[src/rtl/div_seq.sv]
// Multi-cycle restoring divider for the HI/LO path: one quotient bit per cycle,
// holds the pipeline stalled via busy_o and presents LO=quotient, HI=remainder.
module div_seq #(
  parameter int WIDTH = 32,
  parameter int CNT_W = 6
) (
  input  logic             clk,
  input  logic             rst,
  input  logic             start_i,
  input  logic             annul_i,
  input  logic             signed_i,
  input  logic [WIDTH-1:0] opdata1_i,
  input  logic [WIDTH-1:0] opdata2_i,
  output logic             busy_o,
  output logic             ready_o,
  output logic [WIDTH-1:0] hi_o,
  output logic [WIDTH-1:0] lo_o,
  output logic             whilo_o
);

  typedef enum logic [1:0] {IDLE, BYZERO, RUN, DONE} state_t;

  state_t           state;
  logic [CNT_W-1:0] cnt;
  logic [WIDTH-1:0] rem;
  logic [WIDTH-1:0] quo;
  logic [WIDTH-1:0] dvs;
  logic             sgn;
  logic             neg1;
  logic             neg2;

  logic [WIDTH:0]   trial;
  logic             fits;
  logic [WIDTH-1:0] rem_next;
  logic [WIDTH-1:0] quo_next;

  // A partial remainder that does not fit is below the divisor, so its top bit is 0.
  always_comb begin
    trial    = {rem, quo[WIDTH-1]};
    fits     = (trial >= {1'b0, dvs});
    rem_next = fits ? WIDTH'(trial - {1'b0, dvs}) : trial[WIDTH-1:0];
    quo_next = {quo[WIDTH-2:0], fits};
  end

  assign busy_o = ((state == IDLE) && start_i && !annul_i) ||
                  ((state == RUN) && !annul_i) ||
                  ((state == BYZERO) && !annul_i);

  always_ff @(posedge clk) begin
    if (rst) begin
      state   <= IDLE;
      cnt     <= '0;
      rem     <= '0;
      quo     <= '0;
      dvs     <= '0;
      sgn     <= 1'b0;
      neg1    <= 1'b0;
      neg2    <= 1'b0;
      hi_o    <= '0;
      lo_o    <= '0;
      ready_o <= 1'b0;
      whilo_o <= 1'b0;
    end else begin
      case (state)
        IDLE: begin
          if (start_i && !annul_i) begin
            sgn  <= signed_i;
            neg1 <= signed_i && opdata1_i[WIDTH-1];
            neg2 <= signed_i && opdata2_i[WIDTH-1];
            quo  <= (signed_i && opdata1_i[WIDTH-1]) ? -opdata1_i : opdata1_i;
            dvs  <= (signed_i && opdata2_i[WIDTH-1]) ? -opdata2_i : opdata2_i;
            rem  <= '0;
            cnt  <= '0;
            state <= (opdata2_i == '0) ? BYZERO : RUN;
          end
        end
        BYZERO: begin
          if (annul_i) begin
            state <= IDLE;
          end else begin
            state   <= DONE;
            hi_o    <= '0;
            lo_o    <= '0;
            ready_o <= 1'b1;
            whilo_o <= 1'b1;
          end
        end
        RUN: begin
          if (annul_i) begin
            state <= IDLE;
          end else begin
            rem <= rem_next;
            quo <= quo_next;
            cnt <= cnt + 1'b1;
            if (cnt == CNT_W'(WIDTH - 1)) begin
              // Sign fix is applied on the final iteration's results.
              state   <= DONE;
              ready_o <= 1'b1;
              whilo_o <= 1'b1;
              lo_o    <= (sgn && (neg1 ^ neg2)) ? -quo_next : quo_next;
              hi_o    <= (sgn && neg1) ? -rem_next : rem_next;
            end
          end
        end
        DONE: begin
          if (!start_i) begin
            state   <= IDLE;
            ready_o <= 1'b0;
            whilo_o <= 1'b0;
            hi_o    <= '0;
            lo_o    <= '0;
          end
        end
        default: state <= IDLE;
      endcase
    end
  end

endmodule
[config.mk]
export PLATFORM = sky130hd
export DESIGN_NAME = div_seq
export DESIGN_NICKNAME = d
export VERILOG_FILES = /design/src/rtl/div_seq.sv
export SDC_FILE = /design/constraint.sdc
export NUM_CORES = 1
export LEC_CHECK = 0
export CAP_MARGIN = 20
export CELL_PAD_IN_SITES_DETAIL_PLACEMENT = 0
export CELL_PAD_IN_SITES_GLOBAL_PLACEMENT = 1
export CORE_MARGIN = 1
export CORE_UTILIZATION = 35
export CTS_BUF_LIST = sky130_fd_sc_hd__clkbuf_16
export DETAILED_ROUTE_END_ITERATION = 16
export MAX_ROUTING_LAYER = met4
export PLACE_DENSITY_LB_ADDON = 0.1
export SLEW_MARGIN = 25
export SYNTH_ARGS = -nofsm -noshare
export SYNTH_HDL_FRONTEND = slang
export SYNTH_SLANG_ARGS = --single-unit
[constraint.sdc]
create_clock -name clk -period 11.08 [get_ports clk]
set_input_delay 1.108 -clock clk [delete_from_list [all_inputs] [get_ports clk]]
set_output_delay 1.108 -clock clk [all_outputs]
set_load 0.01 [all_outputs]
==> results of run 1 <==
## critical path: cells and delay by family, from the launching register on
kind | cells | cell delay [ns]
simple gates | 6 | 1.70
compound gates | 6 | 1.70
fa+ha+maj | 2 | 0.80
flops | 1 | 0.36
mux | 1 | 0.34
xor+xnor | 1 | 0.25
## power by group through the flow
stage	logic (uW)	registers, uW	clock network (uW)
detailed placement	2000	792	0
floorplan	1440	756	0
global placement	2000	790	0
finish	2030	783	586
global route	2210	792	623
CTS	2000	778	598
## metrics by stage
| step | hold slack [ns] | cells | total power, uW | instance area (um2) |
|---|---|---|---|---|
| 2_1_floorplan | 0.4319 | 1602 | 2195 | 11750 |
| 3_3_place_gp | 0.4359 | 2092 | 2789 | 13360 |
| 3_5_place_dp | 0.4383 | 2092 | 2789 | 13360 |
| 4_1_cts | 0.4479 | 2123 | 3380 | 13910 |
| 5_1_grt | 0.4720 | 2125 | 3621 | 13950 |
| 6_report | 0.4438 | 2125 | 3395 | 13950 |
## final timing paths
kind | depth (start not counted) | end | slack [ns] | start
worst min register to register | 2 | hi_o[24]$_SDFFE_PP0P_ | 0.44 | hi_o[24]$_SDFFE_PP0P_
worst min-delay path | 2 | hi_o[24]$_SDFFE_PP0P_ | 0.44 | hi_o[24]$_SDFFE_PP0P_
worst max register to register | 16 | hi_o[30]$_SDFFE_PP0P_ | 5.78 | rem[20]$_SDFFE_PP0P_
worst max-delay path | 16 | hi_o[30]$_SDFFE_PP0P_ | 5.78 | rem[20]$_SDFFE_PP0P_
## cells in the mapped netlist (all sizes together) (4+ instances only)
master	n	share of area, %
nand2	219	7.1
nor2	216	6.9
dfxtp	172	29
a21oi	145	6.3
o21ai	116	5.0
clkbuf	72	2.3
xnor2	72	5.4
xor2	70	5.2
inv	53	1.7
a22oi	45	2.9
ha	41	4.4
a211oi	40	2.6
nor3	31	1.3
buf	26	1.2
nand3	23	0.98
nor4	23	1.3
o211ai	20	1.4
o31ai	18	1.2
nand2b	16	0.85
nand4	15	0.80
or3	15	0.80
mux2i	14	1.2
o41ai	13	1.1
and2	11	0.59
and3	11	0.59
or2	10	0.53
a21o	9	0.57
a311oi	9	0.67
a31oi	8	0.43
or4	8	0.57
nor3b	5	0.32
o21a	5	0.32
a21boi	4	0.26
nor2b	4	0.21
o31a	4	0.31
## kinds of logic after synthesis
family | share of synthesized area, %
XOR/XNOR | 10.58
flip-flops | 29.30
AND/OR/NAND/NOR | 23.41
adder cells (fa/ha/maj) | 4.535
buffers and inverters | 5.184
AO/OA/AOI/OAI | 25.52
multiplexers | 1.480
## cell type report
type | instances | area, um2 | share of cell area (%)
Clock buffer | 17 | 425.4 | 3.050
Clock inverter | 14 | 123.9 | 0.8881
Multi-Input combinational cell | 1279 | 7739 | 55.49
Inverter | 53 | 201.4 | 1.444
Tap cell | 442 | 553.0 | 3.965
Timing Repair Buffer | 147 | 1459 | 10.46
Sequential cell | 172 | 3443 | 24.69
Antenna cell | 1 | 2.502 | 0.01794
## layer usage
metal  global-route usage [%]  vias to the layer above
met5                        -                        -
met4                    5.322                        0
met3                    3.775                       26
met2                    34.34                      312
met1                    37.01                     5371
li1                         -                     5816
## state kept, by name (all words and copies together), names as in the netlist
register and flops:
neg1 1, neg2 1, state 2, whilo_o 1
hi_o 32, dvs 32, lo_o 32, rem 32
cnt 6, quo 32, sgn 1
==> impl_summary.md, run 1 <==
Pwr
The highest ir drop seen on vdd is about 0.16 mV. In this run, flip-flops and latches consume a little under a quarter of the power. The leakage power is 0.005030 uW. The internal power of the cells totals 1693 uW.

In this run switching power makes up 50.12% of total power. The analysis attributes to net switching a power of about 1700 uW. The share of total power dissipated in the clock network is 17.3%.

The combinational power share is 59.7%. The power density normalized to cell area is roughly 240 nW/um2.

Timing
Setup repair after global routing left no endpoint under its margin. In the post-route analysis, the smallest setup slack over all paths is 5.778 ns. The final-report hold violation count is 0. The final number of setup-violating endpoints is 0.

The worst path uses 47.86% of the clock period. The number of slew-limit violations in the final report was 0. The final critical delay including setup and external delays is ~5.3 ns. The setup TNS is 0 ns.

For this run, the top clock speed supported by timing is around 0.19 GHz. The worst pin sits at a relative slew slack of 32.14%. For the pin with the worst max-slew slack, the measured transition is roughly 1.0 ns. Between clock sinks in the finished design, the worst skew comes to 0.01248 ns.

Finish
The most common cell after layout, fill and taps aside is nand2_1. The layout filler cell count is 3491. From synthesis to final layout, the design area changed by 18.66%.

Once layout is complete, the utilization of the core stands at 42.54%. The library cells used most frequently in the layout, excluding fill and tap cells, are nand2_1, nor2_1, dfxtp_1, a21oi_1, clkdlybuf4s50_1. The final net count is 1781. The fraction of layout cells with a size suffix above 1 is about 4.6%.

Run
Across the run, the number of max-cap violations was 0.

Route
Detailed routing placed a total of 2.261 mm of wire on met3. The post-route met1 wirelength is 21.20 mm. Signal routing reaches up to met4. The average wire per standard cell is 19.23 um. The number of vias per cell after detailed routing is 5.424.

The pre-antenna-repair detailed-routing pass consisted of 5 iterations. After detailed routing, the met2 layer carries 17.02 mm of wire. The detailed router placed roughly 12000 vias in this run. After detailed routing, the number of remaining DRC violations is 0. After the first detailed-routing iteration, the DRC count stood at about 1000. The routed wire length is between 40 and 50 mm.

The count of nets left with antenna violations once routing finished came out at 0.

Synth
Counting flops with an async set or reset pin after synthesis yields a share of 0%. The distinct cell type count of the synthesized netlist is 81. During synthesis, Yosys emitted a total of 0 warnings. Among all flip-flop cells after synthesis, the most frequent one is dfxtp_1.

The synthesized cell area is 11750 um2. The register bit total from synthesis is 172. The average size of a mapped cell is 7.337 um2. In the synthesized netlist, the number of instances is between 1500 and 2000. The number of flops mapped to enable cells by yosys is 0. The number of nets in the synthesized netlist is around 1700. The proportion of synthesized chip area in sequential cells is 29.30%.

Placed design
Once detailed placement completed, the half-perimeter wirelength came to 31.04 mm. The minimum setup slack after placement is 5.827 ns. Input and output buffers added on the ports amount to 135.

The congestion estimate from routability-driven global placement came to 0.9176.

GRT
The total overflow left after global routing is 0. The number of global-route vias before repair is 10250. The initial antenna violation count is 1.

The largest net degree at the start of global routing is 71. The first global-routing pass estimated 62.44 mm of wire. The global-route usage over all layers is about 25%.

Floorplanning
The die covers around 34000 um2. Measured along the x axis, the die boundary spans 185.3 um. The floorplan has 66 rows. The total I/O pin count is between 100 and 150.

For this configuration, the core starts out at a cell density of between 30% and 40%. The floorplan die height is 185.3 um. After floorplanning, the core was sized to cover 32780 um2.

CTS
The clock sink count is 172. The clock transition at the registers of the reported paths is 0.07 ns. Buffers added to address setup during post-CTS repair amount to 0.

The number of clock buffers added by TritonCTS is 17. The tree is rooted in a clkbuf_16. At the later pin of the worst-skew pair, clock insertion delay measures about 0.45 ns.

The number of instances resized during post-cts repair is 0. After clock tree synthesis, the flow added hold-fix buffers numbering 0. TritonCTS built the clock tree. The maximum clock insertion buffer count is 2. In this run the number of H-tree levels came out at 4.

Worst setup path
Walking the worst path, the cells encountered are ha_1 > nand2_1 > nor3_1 > nand4_1 > o221a_4 > nand2_4 > mux2i_1 > ha_1 > o2111a_1 > o211ai_1 > o41ai_2 > nand3_1 > nor4b_1 > a31oi_1 > xor2_1 > o21ai_1. In this run the worst path has a maximum fanout of 18. STA classifies the critical path startpoint as a flop. The largest single stage delay on the critical path is 0.58 ns. For the worst setup path, the data arrival time is 5.61 ns. STA classifies the critical path endpoint as a flop. The most used cell along the critical path is ha_1.

The endpoint required time on the critical path is ~11 ns. The class of the most critical setup path is reg2reg. Among all stages on the critical path, the largest delay is contributed by o41ai_2.

Worst hold path
The min-delay analysis places its worst path in the category reg2reg.

Outcome
The flow ran to the end, and the final reports show no timing, DRC or antenna violations.
No activity file was read; power rests on OpenSTA's default activity.
==> run 2, diff against run 1 <==
Clock period 11.08 ns to 5 ns, I/O delays scaled along.
==> run 2 against run 1 <==
Effect of this change: clock-buffer cell count did not move; core utilization is 0.53 points higher; worst hold slack better by 0.0017 ns; maximum frequency grew 14%; cell count increased by 0.71%; sequential power grew 120%; worst setup slack worse by 5.4 ns; non-clock buffer count increased by 14; register-to-register slack got worse by 5.4 ns; combinational power is 130% higher; via count grew 1.3%; sequential share of layout area down 0.31 points; largest cell class unchanged; highest routed layer unchanged.
==> impl_summary.md, run 2 (synthesis gave the netlist of run 1 again) <==
Worst setup path
The worst reg-to-reg path cell count is 18 (was 16). The slowest cell on the critical path is or4_4 (was o41ai_2). The number of buffer and inverter stages on the critical path is 1 (was 0). The start point of the critical path is dvs[30]$_SDFFE_PP0P_ (was rem[20]$_SDFFE_PP0P_). The endpoint required time on the critical path came to 5.32 ns (was 11.39 ns). The largest driver fanout on the critical path is 9 (was 18).

The endpoint type of the worst setup path is a flop (unchanged). The number of logic stages on the critical path including buffering came to 18 (was 16). The end of the worst register-to-register path was hi_o[26]$_SDFFE_PP0P_ (was hi_o[30]$_SDFFE_PP0P_). The endpoint of the most critical setup path is hi_o[26]$_SDFFE_PP0P_ (was hi_o[30]$_SDFFE_PP0P_).

The reg2reg setup slack is 0.33 ns (was 5.78 ns). The critical path's top delay family is simple AND/OR/NAND/NOR gates (unchanged). Crit-path cells: inv_1 > ha_1 > and4b_2 > nand4_1 > or4_4 > o221a_4 > nand2_4 > mux2i_2 > ha_2 > nand3_1 > nor4_1 > nand3_1 > o41ai_2 > nand4_1 > or4_4 > o21a_1 > xnor2_1 > o21ai_1 (was ha_1 > nand2_1 > nor3_1 > nand4_1 > o221a_4 > nand2_4 > mux2i_1 > ha_1 > o2111a_1 > o211ai_1 > o41ai_2 > nand3_1 > nor4b_1 > a31oi_1 > xor2_1 > o21ai_1).

The data arrival at the endpoint of the critical path is 4.99 ns (was 5.61 ns). The worst stage delay on the critical path is 0.49 ns (was 0.58 ns). The class of the most critical setup path was reg2reg (unchanged). The startpoint of the lowest-slack register-to-register path is dvs[30]$_SDFFE_PP0P_ (was rem[20]$_SDFFE_PP0P_).

The kind of launch point of the worst setup path is a flop (unchanged).

Pwr
The highest ir drop seen on vdd came to 0.3260 mV (was 0.1594 mV). The power density normalized to cell area is 546.7 nW/um2 (was 243.4 nW/um2). The switching power was 3864 uW (was 1702 uW). The internal cell power is 3856 uW (was 1693 uW). The power share of the sequential group is 22.4% (was 23.1%). The clock power share is 17.9% (was 17.3%). The combinational power share was 59.7% (about the same). The leakage power is 0.005111 uW (was 0.005030 uW). The proportion of total power due to net switching is 50.05% (was 50.12%).

Placed design
The placed wire-length estimate came to 31.27 mm (was 31.04 mm). The total instance count after detailed placement is 2107 (was 2092). The weighted congestion at the end of routability-driven global placement is 0.9041 (was 0.9176). The number of I/O port buffers was 135 (unchanged).

CTS
The clock transition at the registers of the reported paths is 0.08 ns (was 0.07 ns). The latest clock arrival within the worst-skew pair is 0.45 ns (about the same). The maximum clock insertion buffer count was 2 (unchanged). The number of CTS-inserted buffers is 17 (unchanged).

The clock sink count came to 172 (unchanged). The clock tree from TritonCTS is done (unchanged). The clock tree root driver cell is clkbuf_16 (unchanged). The number of H-tree levels is 4 (unchanged).

GRT
The largest net degree at the start of global routing is 89 (was 71). The number of global-route vias before repair is 10530 (was 10250). The global-route usage over all layers is 24.65% (was 24.77%). The first-pass GRT wire length is 62.60 mm (was 62.44 mm). The global-route congestion overflow total is 0 (unchanged).

The initial antenna violation count is 1 (unchanged).

Finish
The final net count is 1795 (was 1781). The filler-free cell count of the finished design is 2140 (was 2125). The area added between synthesis and finish was 20.15% (was 18.66%). The fraction of layout cells with a size suffix above 1 is 6.128% (was 4.637%). The most common cell after layout, fill and taps aside is nand2_1 (unchanged).

Leading cell types in the layout, fill and taps excluded: nand2_1, nor2_1, dfxtp_1, a21oi_1, clkdlybuf4s50_1 (unchanged).

Timing
The part of the cycle the worst path needs is 93.37% (was 47.86%). The final-report hold violation count was 0 (unchanged). The number of slew-limit violations in the final report is 0 (unchanged). The final critical delay including setup and external delays was 4.668 ns (was 5.302 ns).

The transition time of the tightest slew-check pin is 0.9825 ns (was 1.018 ns). The peak clock frequency supported by timing is 0.2142 GHz (was 0.1886 GHz). The final number of setup-violating endpoints is 0 (unchanged). The worst max-slew margin expressed relative to the limit is 34.35% (was 32.14%).

The setup TNS is 0 ns (unchanged). The worst clock skew is 0.01712 ns (was 0.01248 ns). Setup repair after global routing missed its margin: no (unchanged).

Floorplanning
The floorplan die height came to 185.3 um (unchanged). The placement row count is 66 (unchanged). The core footprint is 32780 um2 (unchanged). The die footprint is 34320 um2 (unchanged). The initial core utilization is 35.85% (unchanged). The die width is 185.3 um (unchanged). The total I/O pin count is 136 (unchanged).

Route
The number of vias per cell after detailed routing is 5.456 (was 5.424). The DRC violations left is 0 (unchanged). The number of vias after detailed routing is 11680 (was 11530). The number of iterations in the first detailed-routing pass came to 5 (unchanged).

The routed wire length came to 40.77 mm (was 40.87 mm). The number of DRC markers in iteration 0 came to 934 (was 1024). The count of antenna-violating nets left after detailed routing was 0 (unchanged). The average wire per standard cell is 19.05 um (was 19.23 um).

Worst hold path
The hold path startpoint is hi_o[24]$_SDFFE_PP0P_ (unchanged). The worst hold-check path type is reg2reg (unchanged).

Outcome
Result of the run: complete, no violations (unchanged).

Run
The total of max-cap violations is 0 (unchanged).
## run 2: power by group through the flow
stage               Sequential [uW]  Combinational, uW  Clock, uW
global route                   1740               5040       1470
finish                         1730               4610       1380
floorplan                      1680               3190          0
global placement               1750               4510          0
CTS                            1720               4510       1410
detailed placement             1750               4500          0
## run 2: stage by stage
stage / setup slack, ns / utilization, % / area [um2] / total power [uW] / hold slack (ns)
final: 0.3317 / 43.08 / 14120 / 7721 / 0.4455
after CTS: 0.1977 / 42.92 / 14070 / 7647 / 0.4528
after detailed placement: 0.2298 / 41.09 / 13470 / 6251 / 0.4430
after global routing: 0.0001590 / 43.08 / 14120 / 8251 / 0.4755
after floorplan: 0.4467 / - / 11750 / 4863 / 0.4319
after global placement: 0.3682 / 41.09 / 13470 / 6259 / 0.4380
## run 2: worst min path at each step
stage                     depth (start not counted)                    end  slack, ns
after floorplan                                   2   dvs[31]$_SDFFE_PP0P_       0.43
after CTS                                         2  hi_o[24]$_SDFFE_PP0P_       0.45
after global routing                              2  hi_o[19]$_SDFFE_PP0P_       0.48
after detailed placement                          2  hi_o[24]$_SDFFE_PP0P_       0.44
final                                             2  hi_o[24]$_SDFFE_PP0P_       0.45
after global placement                            2  lo_o[15]$_SDFFE_PP0P_       0.44
## run 2: final cells by class
cell class                 instances  area [um2]
fill                            3475       18660
multi-input combinational       1279        7774
sequential                       172        3443
timing repair buffer             161        1548
tap                              442       553.0
clock buffer                      17       425.4
inverter                          53       201.4
clock inverter                    15       175.2
antenna                            1       2.502
## run 2: metal layers
| metal | global-route usage (%) | share of wire, % | wire length (um) | vias up |
|---|---|---|---|---|
| met4 | 5.851 | 1.4 | 565 | 0 |
| li1 | - | - | - | 5841 |
| met3 | 3.146 | 5.0 | 2032 | 39 |
| met2 | 34.11 | 41 | 16740 | 323 |
| met5 | - | 0 | 0 | - |
| met1 | 37.07 | 53 | 21430 | 5473 |
## run 2: tightest hold or removal path: stages (launching register included)
cell	delay, ns
dfxtp_1	0.31
nand2_1	0.05
o21ai_1	0.05
## run 2: repair_timing
item	4_1_cts	5_1_grt
endpoints found under the setup margin	0	4
resized for setup	0	8
hold buffers	0	0
buffers inserted	0	0
